==> src/rtl/apb_multi_bridge.sv <==
// rtl/apb_multi_bridge.sv - APB master bridge driving one shared bus to NUM_SLAVES slaves
module apb_multi_bridge #(
    parameter int NUM_SLAVES   = 3,
    parameter int SLV_ID_WIDTH = 2,
    parameter int ADDR_WIDTH   = 8,
    parameter int DATA_WIDTH   = 32,
    parameter int TIMEOUT      = 16
) (
    input  logic                             pclk,
    input  logic                             preset,
    input  logic                             newd,
    input  logic                             wr,
    input  logic [SLV_ID_WIDTH-1:0]          slv_id,
    input  logic [ADDR_WIDTH-1:0]            addrin,
    input  logic [DATA_WIDTH-1:0]            datain,
    input  logic [NUM_SLAVES*DATA_WIDTH-1:0] prdata_in,
    input  logic [NUM_SLAVES-1:0]            pready_in,
    input  logic [NUM_SLAVES-1:0]            pslverr_in,
    output logic [ADDR_WIDTH-1:0]            paddr,
    output logic [DATA_WIDTH-1:0]            pwdata,
    output logic                             pwrite,
    output logic [NUM_SLAVES-1:0]            psel,
    output logic                             penable,
    output logic [DATA_WIDTH-1:0]            dataout,
    output logic                             busy_o,
    output logic                             done_o,
    output logic                             slverr_o,
    output logic                             timeout_o
);

    localparam int CNT_W = $clog2(TIMEOUT + 1);

    typedef enum logic [1:0] {IDLE, SETUP, ACCESS, DECERR} state_t;

    state_t                    state_q, state_d;
    logic                      wr_q, wr_d;
    logic [ADDR_WIDTH-1:0]     addr_q, addr_d;
    logic [DATA_WIDTH-1:0]     wdata_q, wdata_d;
    logic [SLV_ID_WIDTH-1:0]   id_q, id_d;
    logic [CNT_W-1:0]          cnt_q, cnt_d;
    logic                      done_q, done_d;
    logic                      slverr_q, slverr_d;
    logic                      timeout_q, timeout_d;
    logic [DATA_WIDTH-1:0]     rdata_q, rdata_d;

    logic                      sel_ready;
    logic                      sel_err;
    logic [DATA_WIDTH-1:0]     sel_rdata;

    // Only the latched target's response is looked at; all other slaves are ignored.
    always_comb begin
        sel_ready = 1'b0;
        sel_err   = 1'b0;
        sel_rdata = '0;
        for (int i = 0; i < NUM_SLAVES; i++) begin
            if (id_q == SLV_ID_WIDTH'(i)) begin
                sel_ready = pready_in[i];
                sel_err   = pslverr_in[i];
                sel_rdata = prdata_in[i*DATA_WIDTH +: DATA_WIDTH];
            end
        end
    end

    always_comb begin
        psel = '0;
        if (state_q == SETUP || state_q == ACCESS) begin
            for (int i = 0; i < NUM_SLAVES; i++) begin
                psel[i] = (id_q == SLV_ID_WIDTH'(i));
            end
        end
    end

    always_comb begin
        state_d   = state_q;
        wr_d      = wr_q;
        addr_d    = addr_q;
        wdata_d   = wdata_q;
        id_d      = id_q;
        cnt_d     = cnt_q;
        done_d    = 1'b0;
        slverr_d  = slverr_q;
        timeout_d = timeout_q;
        rdata_d   = rdata_q;
        case (state_q)
            IDLE: begin
                if (newd) begin
                    wr_d    = wr;
                    addr_d  = addrin;
                    wdata_d = datain;
                    id_d    = slv_id;
                    state_d = (32'(slv_id) < NUM_SLAVES) ? SETUP : DECERR;
                end
            end
            SETUP: begin
                cnt_d   = '0;
                state_d = ACCESS;
            end
            ACCESS: begin
                if (sel_ready) begin
                    state_d   = IDLE;
                    done_d    = 1'b1;
                    slverr_d  = sel_err;
                    timeout_d = 1'b0;
                    if (!wr_q && !sel_err) begin
                        rdata_d = sel_rdata;
                    end
                end else if (cnt_q == CNT_W'(TIMEOUT - 1)) begin
                    state_d   = IDLE;
                    done_d    = 1'b1;
                    slverr_d  = 1'b1;
                    timeout_d = 1'b1;
                end else begin
                    cnt_d = cnt_q + CNT_W'(1);
                end
            end
            DECERR: begin
                state_d   = IDLE;
                done_d    = 1'b1;
                slverr_d  = 1'b1;
                timeout_d = 1'b0;
            end
            default: state_d = IDLE;
        endcase
    end

    always_ff @(posedge pclk or posedge preset) begin
        if (preset) begin
            state_q   <= IDLE;
            wr_q      <= 1'b0;
            addr_q    <= '0;
            wdata_q   <= '0;
            id_q      <= '0;
            cnt_q     <= '0;
            done_q    <= 1'b0;
            slverr_q  <= 1'b0;
            timeout_q <= 1'b0;
            rdata_q   <= '0;
        end else begin
            state_q   <= state_d;
            wr_q      <= wr_d;
            addr_q    <= addr_d;
            wdata_q   <= wdata_d;
            id_q      <= id_d;
            cnt_q     <= cnt_d;
            done_q    <= done_d;
            slverr_q  <= slverr_d;
            timeout_q <= timeout_d;
            rdata_q   <= rdata_d;
        end
    end

    assign paddr     = addr_q;
    assign pwdata    = wdata_q;
    assign pwrite    = wr_q;
    assign penable   = (state_q == ACCESS);
    assign busy_o    = (state_q != IDLE);
    assign done_o    = done_q;
    assign slverr_o  = slverr_q;
    assign timeout_o = timeout_q;
    assign dataout   = rdata_q;

endmodule

==> config.mk <==
export PLATFORM = sky130hd
export DESIGN_NAME = apb_multi_bridge
export DESIGN_NICKNAME = d
export VERILOG_FILES = /design/src/rtl/apb_multi_bridge.sv
export SDC_FILE = /design/constraint.sdc
export NUM_CORES = 1
export LEC_CHECK = 0
export CORE_ASPECT_RATIO = 0.8
export CORE_MARGIN = 5
export CORE_UTILIZATION = 25
export DETAILED_ROUTE_END_ITERATION = 6
export HOLD_SLACK_MARGIN = 0.08
export SYNTH_ARGS = -nofsm -noshare
export SYNTH_HDL_FRONTEND = slang
export SYNTH_SLANG_ARGS = --single-unit
==> constraint.sdc <==
create_clock -name pclk -period 3.2 [get_ports pclk]
set_input_delay 0.48 -clock pclk [delete_from_list [all_inputs] [get_ports pclk]]
set_output_delay 0.48 -clock pclk [all_outputs]
set_load 0.05 [all_outputs]
### Word level (Yosys, flattened, before mapping)

Index checks and enable logic that the tools add are counted.

* bits in registers: 85
* input port bits: 148
* output and inout port bits: 81
* logic and storage cells: 62

* add/sub/neg operators: 1
* magnitude comparators: 1
* equality and inequality tests: 10
* multiplexer cells: 26
* reduce and logical (&&, ||, !) cells: 14

Operators with widths (number)
* 2-to-1 mux 32 bit: 3
* 2-to-1 mux 1 bit: 11
* 2-to-1 mux 5 bit: 2
* one-hot mux 5 bit (2 select lines): 1
* 2-to-1 mux 2 bit: 4
* one-hot mux 2 bit (4 select lines): 1
* equality test 2 bit (second input constant): 3
* inequality test 2 bit (second input constant): 3
* one-hot mux 1 bit (2 select lines): 3
* AND reduction 2 bit: 3
* AND reduction 3 bit: 2
* nonzero test 2 bit: 3
* adder 5 x 1 -> 5 bit (second input constant): 1
* equality test 5 x 4 -> 1 bit (second input constant): 1
* equality test 2 x 1 -> 1 bit (second input constant): 2
* logical NOT 2 bit: 2
* 2-to-1 mux 3 bit: 1
* inequality test 3 x 1 -> 1 bit (second input constant): 1
* logical NOT 1 bit: 2
* less-than comparator 2 bit (second input constant): 1
* logical AND 1 bit: 1
* logical OR 1 bit: 1

### Longest topological paths before layout

Gate-level depths: netlist of run 1.

* depth in word-level cells: 7
* gate-level depth with buffers: 6
* mapped depth without buffers: 6

### Least setup slack after synthesis of run 1

Ideal clock, no wire load.

* path kind: flip-flop to output port
* start point: register state_q[0]
* end point: output psel[0]
* arrival: 1947 ps
* data required time: 2720 ps
* setup slack: 773 ps
* cell stages (with the launch flop): 5
* buffers on the path: 0
* path through: dfrtp_1 > inv_1 > ha_1 > inv_1 > nor3_1

* cells in the longest elaborated chain, start to end: 3
* elaborated cells between the ends (all ways): 4

Ends and longest elaborated chain
* from (decl): line 35 `state_t state_q, state_d;`
* from (signal assigned): line 139 `state_q <= state_d;`
* equality test 2 x 1 -> 1 bit / equality test 2 bit (equally long branches): line 66 `if (state_q == SETUP || state_q == ACCESS) begin`
* logical OR 1 bit *: line 66
* 2-to-1 mux 3 bit *: line 66
* to (decl): line 22 `output logic [NUM_SLAVES-1:0] psel,`

Mark *: on every way between the ends. The rest lies on a longest branch, timed or not.

### Worst setup path in the final report of run 1

* start point: register state_q[0]
* end point: output psel[2]

Same word-level chain as after synthesis.

==> run summary, run 1 <==
### Synth
- total of warnings raised by yosys: 0
- top cells by area in the synthesized netlist: dfrtp_1 52%, mux2_2 11%, mux2_1 9.8%
- number of unique standard cell types used by synthesis: 31
- syn avg cell area: 12.2 um^2
- register bit total from synthesis: 85
- proportion of synthesized chip area in sequential cells: 0.517
- FFs w/ async S/R, synth: 1.00
- Yosys top cell by area: dfrtp_1
- number of instances in the synthesized netlist: 337
- Post-synth EDFFs: 0
- share of the synthesized area in the top cell type: 0.517
- Synthesized Nets: 492
- dominant register cell in the synthesized netlist: dfrtp_1
- post-synthesis instance area: 4120 um^2

### Clock tree
- number of buffers inserted to repair setup after CTS: 0
- clock input transition at the sequential cells of the worst setup and hold paths: 0.06 ns
- library cell used as clock root buffer: clkbuf_16
- number of buffers created by CTS: 9
- maximum level of the CTS H-tree: 3
- clock latency of the later-clocked register in the worst-skew pair: 0.34 ns
- post-cts sizing count: 0
- Max Buffers Root-to-Sink: 2
- Clock Sink Count: 85
- TritonCTS clock tree: built
- Hold Buf Count CTS: 0

### Timing
- Fin Clk Skew: 0.0103 ns
- worst-case headroom to the max-slew limit: 0.331
- number of endpoints failing setup at the final stage: 0
- number of hold-slack violations in the final timing report: 0
- Final TNS setup: 0 ns
- Max Slew Vio Count: 0
- final clock period utilization by the worst path: 0.893
- Fin Hold WS: 0.484 ns
- Max Freq: 0.350 GHz
- pin slew with the least headroom to its limit: 1.00 ns
- minimum period implied by the final worst setup slack: 2.86 ns
- unrepaired setup endpoints after global routing: no

### Floorplanning
- die outline width: 153 um
- core area: 16300 um^2
- top-level I/O count: 229
- die height: 125 um
- number of rows created at floorplan: 42
- initial core utilization: 0.252
- Die Outline Area: 19200 um^2

### Global route
- total gr overflow: 0
- first-pass GRT wire length: 19800 um
- largest net degree at the start of global routing: 53
- overall routing resource usage: 0.128
- antenna violations before repair: 0
- number of global-route vias before repair: 3761

### Cells and area
- multi-input logic area: 1860 um^2
- nets: 717
- share of final-layout standard cells stronger than drive strength 1: 0.116
- area used by sequential logic in the layout: 2130 um^2
- layout overhead on the synthesized area: 68.5%
- fill count: 1524
- Layout Utilization: 0.425
- Antenna Cells: 0

### Detailed routing
- total iterations of the first detailed-routing run: 4
- met2 wire length: 5680 um
- vias after detailed routing: 3369
- detailed-route wire length per cell: 15.7 um
- uppermost layer routed: met4
- total routed wire length on the met1 layer: 5120 um
- via density per instance: 4.28
- 1st-iter DRT viols: 148
- number of antenna-violating nets in the routed design: 0
- Routed Wire Length: 12300 um
- routed wl met3: 1360 um
- residual DRC count: 0

### Place
- post-detail-place hpwl: 9670 um
- GP Congestion: 0.869
- buffers added on ports: 228

### Critical path
- most common cell type on the critical path: inv_1
- gate family responsible for the most delay along the worst path: buffers and inverters
- critical path launch point type: register
- endpoint kind of the worst setup timing path: output port
- highest net fanout along the worst path: 7
- crit path buf inv count: 3
- Crit-path slowest cell: clkdlybuf4s50_1
- required time of the critical path: 2.72 ns
- data arrival time at the worst-slack endpoint: 2.38 ns
- Cell Chain, Critical Path: inv_1 -> ha_1 -> inv_1 -> nor3_1 -> clkdlybuf4s50_1
- stage delay of the slowest cell on the critical path: 0.84 ns
- type of the worst setup path: register to output port

### Hold path
- Hold WC Path Type: register to register

### Power
- peak ir drop on the vdd network: 0.671 mV
- Leak Pwr: 2.93 nW
- Power Density: 1080 nW/um^2
- total power: 7.49 mW

### Flow run
- number of max-cap violations: 0

### Run status
- status: finished, final reports clean

-- cell usage after synthesis (2+ instances only) --
master and number:
nor3_1 2, o21ai_0 33, mux2_2 41, dfrtp_1 85, a31oi_1 2, clkbuf_1 11, a21oi_1 2, a32o_1 2
o21ai_1 4, inv_1 9, ha_1 7, mux2i_1 34, buf_6 3, nor2b_1 3, buf_2 4, nor2_1 5
nand2b_1 3, nand2_1 35, and3_1 5, mux2_1 36
-- stage by stage --
| step | std cells | worst slack [ns] | instance area [um^2] |
|---|---|---|---|
| floorplan | 337 | 0.527 | 4120 |
| global placement | 771 | 0.702 | 6630 |
| detailed placement | 771 | 0.647 | 6630 |
| CTS | 787 | 0.317 | 6940 |
| global route | 787 | 0.232 | 6940 |
| finish | 787 | 0.342 | 6940 |
-- final timing paths --
kind,from,depth (start not counted),endpoint,slack (ns)
worst min-delay path,dataout[2],1,dataout[2],0.48
min in group asynchronous,preset,2,paddr[7],0.53
worst max-delay path,state_q[0],5,psel[2],0.34
worst min register to register,dataout[2],1,dataout[2],0.48
max in group asynchronous,preset,3,dataout[21],2.00
worst max register to register,id_q[0],5,dataout[31],0.93
-- cell families (layout without fill, tap and decap cells) --
| family | after synthesis | count (layout) | share of synthesized area |
|---|---|---|---|
| adders and majority gates | 7 | 7 | 0.0213 |
| AOI/OAI and AO/OA | 50 | 50 | 0.0760 |
| buffers and inverters | 29 | 259 | 0.0340 |
| DFF | 85 | 85 | 0.517 |
| and+or+nand+nor | 55 | 55 | 0.0590 |
| muxes | 111 | 111 | 0.293 |
-- state kept, by name, summed over array words and instances, names as in the netlist --
| name | cells |
|---|---|
| paddr | 8 |
| state_q | 2 |
| pwdata | 32 |
| id_q | 2 |
| slverr_o | 1 |
| done_o | 1 |
| dataout | 32 |
| timeout_o | 1 |
| pwrite | 1 |
| cnt_q | 5 |
-- layout make-up --
cell class,count,share of cell area
clock buffers,12,0.0341
clock inverters,4,0.0105
inverters,10,0.00559
multi-input cells,223,0.267
flip-flops and latches,85,0.307
well taps,220,0.0397
repair buffers,233,0.336
-- power breakdown --
part | internal, mW | switching, mW | total (mW)
Clock | 0.683 | 0.410 | 1.09
Sequential | 1.58 | 0.307 | 1.89
Combinational | 1.69 | 2.82 | 4.51
-- layer usage --
metal	vias to the layer above	global-route usage
li1	1635	-
met1	1571	0.149
met2	149	0.205
met3	14	0.0674
met4	0	0.0358
met5	-	0
-- placed cells by master (no fill, tap or decap), drive strengths merged, types with 3 or more instances in the layout --
master and count:
clkdlybuf4s50 228, dfrtp 85, mux2 77, o21ai 37, nand2 35, mux2i 34
clkbuf 12, inv 9, ha 7, nor2 5, and3 5, buf 5
nand2b 3, nor2b 3
Note: power is estimated with default switching activity, not from simulation.
==> inputs of run 2 (changes only) <==
--- a/config.mk
+++ b/config.mk
@@ -8,8 +8,10 @@
 export CORE_ASPECT_RATIO = 0.8
 export CORE_MARGIN = 5
 export CORE_UTILIZATION = 25
+export CTS_BUF_LIST = sky130_fd_sc_hd__clkbuf_16
 export DETAILED_ROUTE_END_ITERATION = 6
 export HOLD_SLACK_MARGIN = 0.08
 export SYNTH_ARGS = -nofsm -noshare
 export SYNTH_HDL_FRONTEND = slang
 export SYNTH_SLANG_ARGS = --single-unit
+export TNS_END_PERCENT = 30
==> run 2 against run 1 <==
Net effect:
- critical path depth stayed put
- largest power group unchanged
- die area stayed put
- largest cell class unchanged
- combinational power hardly changed
- global-route usage stayed put
- highest routed layer unchanged
- critical path type unchanged
==> run summary, run 2 (same netlist as run 1, synthesis figures left out) <==
### Floorplanning
- number of rows created at floorplan: 42, unchanged
- Die Outline Area: 19200 um^2, unchanged
- die outline width: 153 um, unchanged
- initial core utilization: 0.252, unchanged
- die height: 125 um, unchanged
- core area: 16300 um^2, unchanged
- top-level I/O count: 229, unchanged

### Critical path
- R2R cell count: 5, unchanged
- required time of the critical path: 2.72 ns, about the same
- data arrival time at the worst-slack endpoint: 2.39 ns, was 2.38 ns
- endpoint kind of the worst setup timing path: output port, unchanged
- critical path launch point type: register, unchanged
- highest net fanout along the worst path: 7, unchanged
- type of the worst setup path: register to output port, unchanged

### Timing
- number of endpoints failing setup at the final stage: 0, unchanged
- pin slew with the least headroom to its limit: 0.998 ns, was 1.00 ns
- Max Freq: 0.349 GHz, was 0.350 GHz
- minimum period implied by the final worst setup slack: 2.87 ns, was 2.86 ns
- Setup WS post-layout: 0.334 ns, was 0.342 ns
- worst-case headroom to the max-slew limit: 0.332, was 0.331
- number of hold-slack violations in the final timing report: 0, unchanged
- Fin Clk Skew: 0.0106 ns, was 0.0103 ns
- unrepaired setup endpoints after global routing: no, unchanged
- Fin Hold WS: 0.484 ns, about the same
- Final TNS setup: 0 ns, unchanged
- Max Slew Vio Count: 0, unchanged
- final clock period utilization by the worst path: 0.896, was 0.893

### Cells and area
- Layout Utilization: 0.425, unchanged
- fill count: 1524, unchanged
- nets: 717, unchanged
- Non-Filler Instances: 787, unchanged
- Antenna Cells: 0, unchanged
- share of final-layout standard cells stronger than drive strength 1: 0.116, unchanged
- commonest cells after routing, fill and taps aside: 228 x clkdlybuf4s50_1, 84 x dfrtp_1, 41 x mux2_2, unchanged
- most common cell after layout, fill and taps aside: clkdlybuf4s50_1, unchanged
- layout overhead on the synthesized area: 68.5%, unchanged

### Global route
- total gr overflow: 0, unchanged
- number of global-route vias before repair: 3761, unchanged
- busiest metal layer after global routing: met2, unchanged
- met3 global-route usage: 0.0674, unchanged
- antenna violations before repair: 0, unchanged
- GR Layer Usage met1: 0.149, unchanged
- overall routing resource usage: 0.128, unchanged
- largest net degree at the start of global routing: 53, unchanged
- first-pass GRT wire length: 19800 um, unchanged
- global routing usage on met2: 0.205, unchanged

### Detailed routing
- via density per instance: 4.28, unchanged
- vias after detailed routing: 3369, unchanged
- detailed-route wire length per cell: 15.7 um, about the same
- total iterations of the first detailed-routing run: 4, unchanged
- residual DRC count: 0, unchanged
- number of antenna-violating nets in the routed design: 0, unchanged
- 1st-iter DRT viols: 145, was 148
- Routed Wire Length: 12300 um, about the same

### Power
- peak ir drop on the vdd network: 0.671 mV, about the same
- Leak Pwr: 2.94 nW, was 2.93 nW
- Power Density: 1080 nW/um^2, about the same

### Clock tree
- maximum level of the CTS H-tree: 3, unchanged
- clock latency of the later-clocked register in the worst-skew pair: 0.34 ns, about the same
- TritonCTS clock tree: built, unchanged
- post-cts sizing count: 0, unchanged
- Max Buffers Root-to-Sink: 2, unchanged
- number of buffers created by CTS: 9, unchanged
- number of buffers inserted to repair setup after CTS: 0, unchanged
- Clock Sink Count: 85, unchanged
- clock input transition at the sequential cells of the worst setup and hold paths: 0.06 ns, about the same
- Hold Buf Count CTS: 0, unchanged
- library cell used as clock root buffer: clkbuf_16, unchanged

### Run status
- status: finished, final reports clean, unchanged

### Hold path
- Hold WC Path Type: register to register, unchanged
- WHS Path Cells: 1, unchanged

### Place
- buffers added on ports: 228, unchanged
- worst-case setup slack after placement: 0.647 ns, unchanged
- placed instance count: 771, unchanged
- post-detail-place hpwl: 9670 um, unchanged
- GP Congestion: 0.869, unchanged

### Flow run
- number of max-cap violations: 0, unchanged

==> run 2: cell count changes in the layout (fill, tap and decap cells not counted) <==
cell / before / now
clkbuf_1: 3 / 0
inv_1: 8 / 11
==> run 2: critical path: stages, from the launching register on <==
cell and delay [ns]:
dfrtp_1 0.40, inv_1 0.10, ha_1 0.41, inv_1 0.12, nor3_1 0.18, clkdlybuf4s50_1 0.84
==> run 2: metal layers <==
| layer | vias to the layer above | part of all wire |
|---|---|---|
| met5 | - | 0 |
| met1 | 1570 | 0.41 |
| met4 | 0 | 0.013 |
| met3 | 14 | 0.11 |
| met2 | 150 | 0.46 |
| li1 | 1635 | - |
==> run 2: through the flow <==
| stage | cell area (um^2) | total power, mW |
|---|---|---|
| after detailed placement | 6630 | 6.46 |
| final | 6940 | 7.48 |
| after floorplan | 4120 | 4.86 |
| after global placement | 6630 | 6.40 |
| after CTS | 6940 | 7.60 |
| after global routing | 6940 | 7.89 |
==> run 2: path summary, 6_finish.rpt <==
path | from | to | slack (ns)
min in group asynchronous | preset | paddr[7] | 0.52
min reg2reg | dataout[2] | dataout[2] | 0.48
max | state_q[0] | psel[2] | 0.33
max in group asynchronous | preset | dataout[21] | 2.00
max reg2reg | id_q[0] | dataout[28] | 0.93
min | dataout[2] | dataout[2] | 0.48
==> run 2: cell type report <==
type | instances | area [um^2] | area share
sequential | 85 | 2130 | 0.307
tap | 220 | 275 | 0.0397
clock inverter | 7 | 83.8 | 0.0121
inverter | 10 | 38.8 | 0.00559
timing repair buffer | 233 | 2330 | 0.336
clock buffer | 9 | 225 | 0.0325
multi-input combinational | 223 | 1860 | 0.267
==> run 2: power breakdown <==
group / internal, mW / switching, mW
Clock: 0.673 / 0.410
Sequential: 1.58 / 0.307
Combinational: 1.69 / 2.82
Total: 3.94 / 3.54
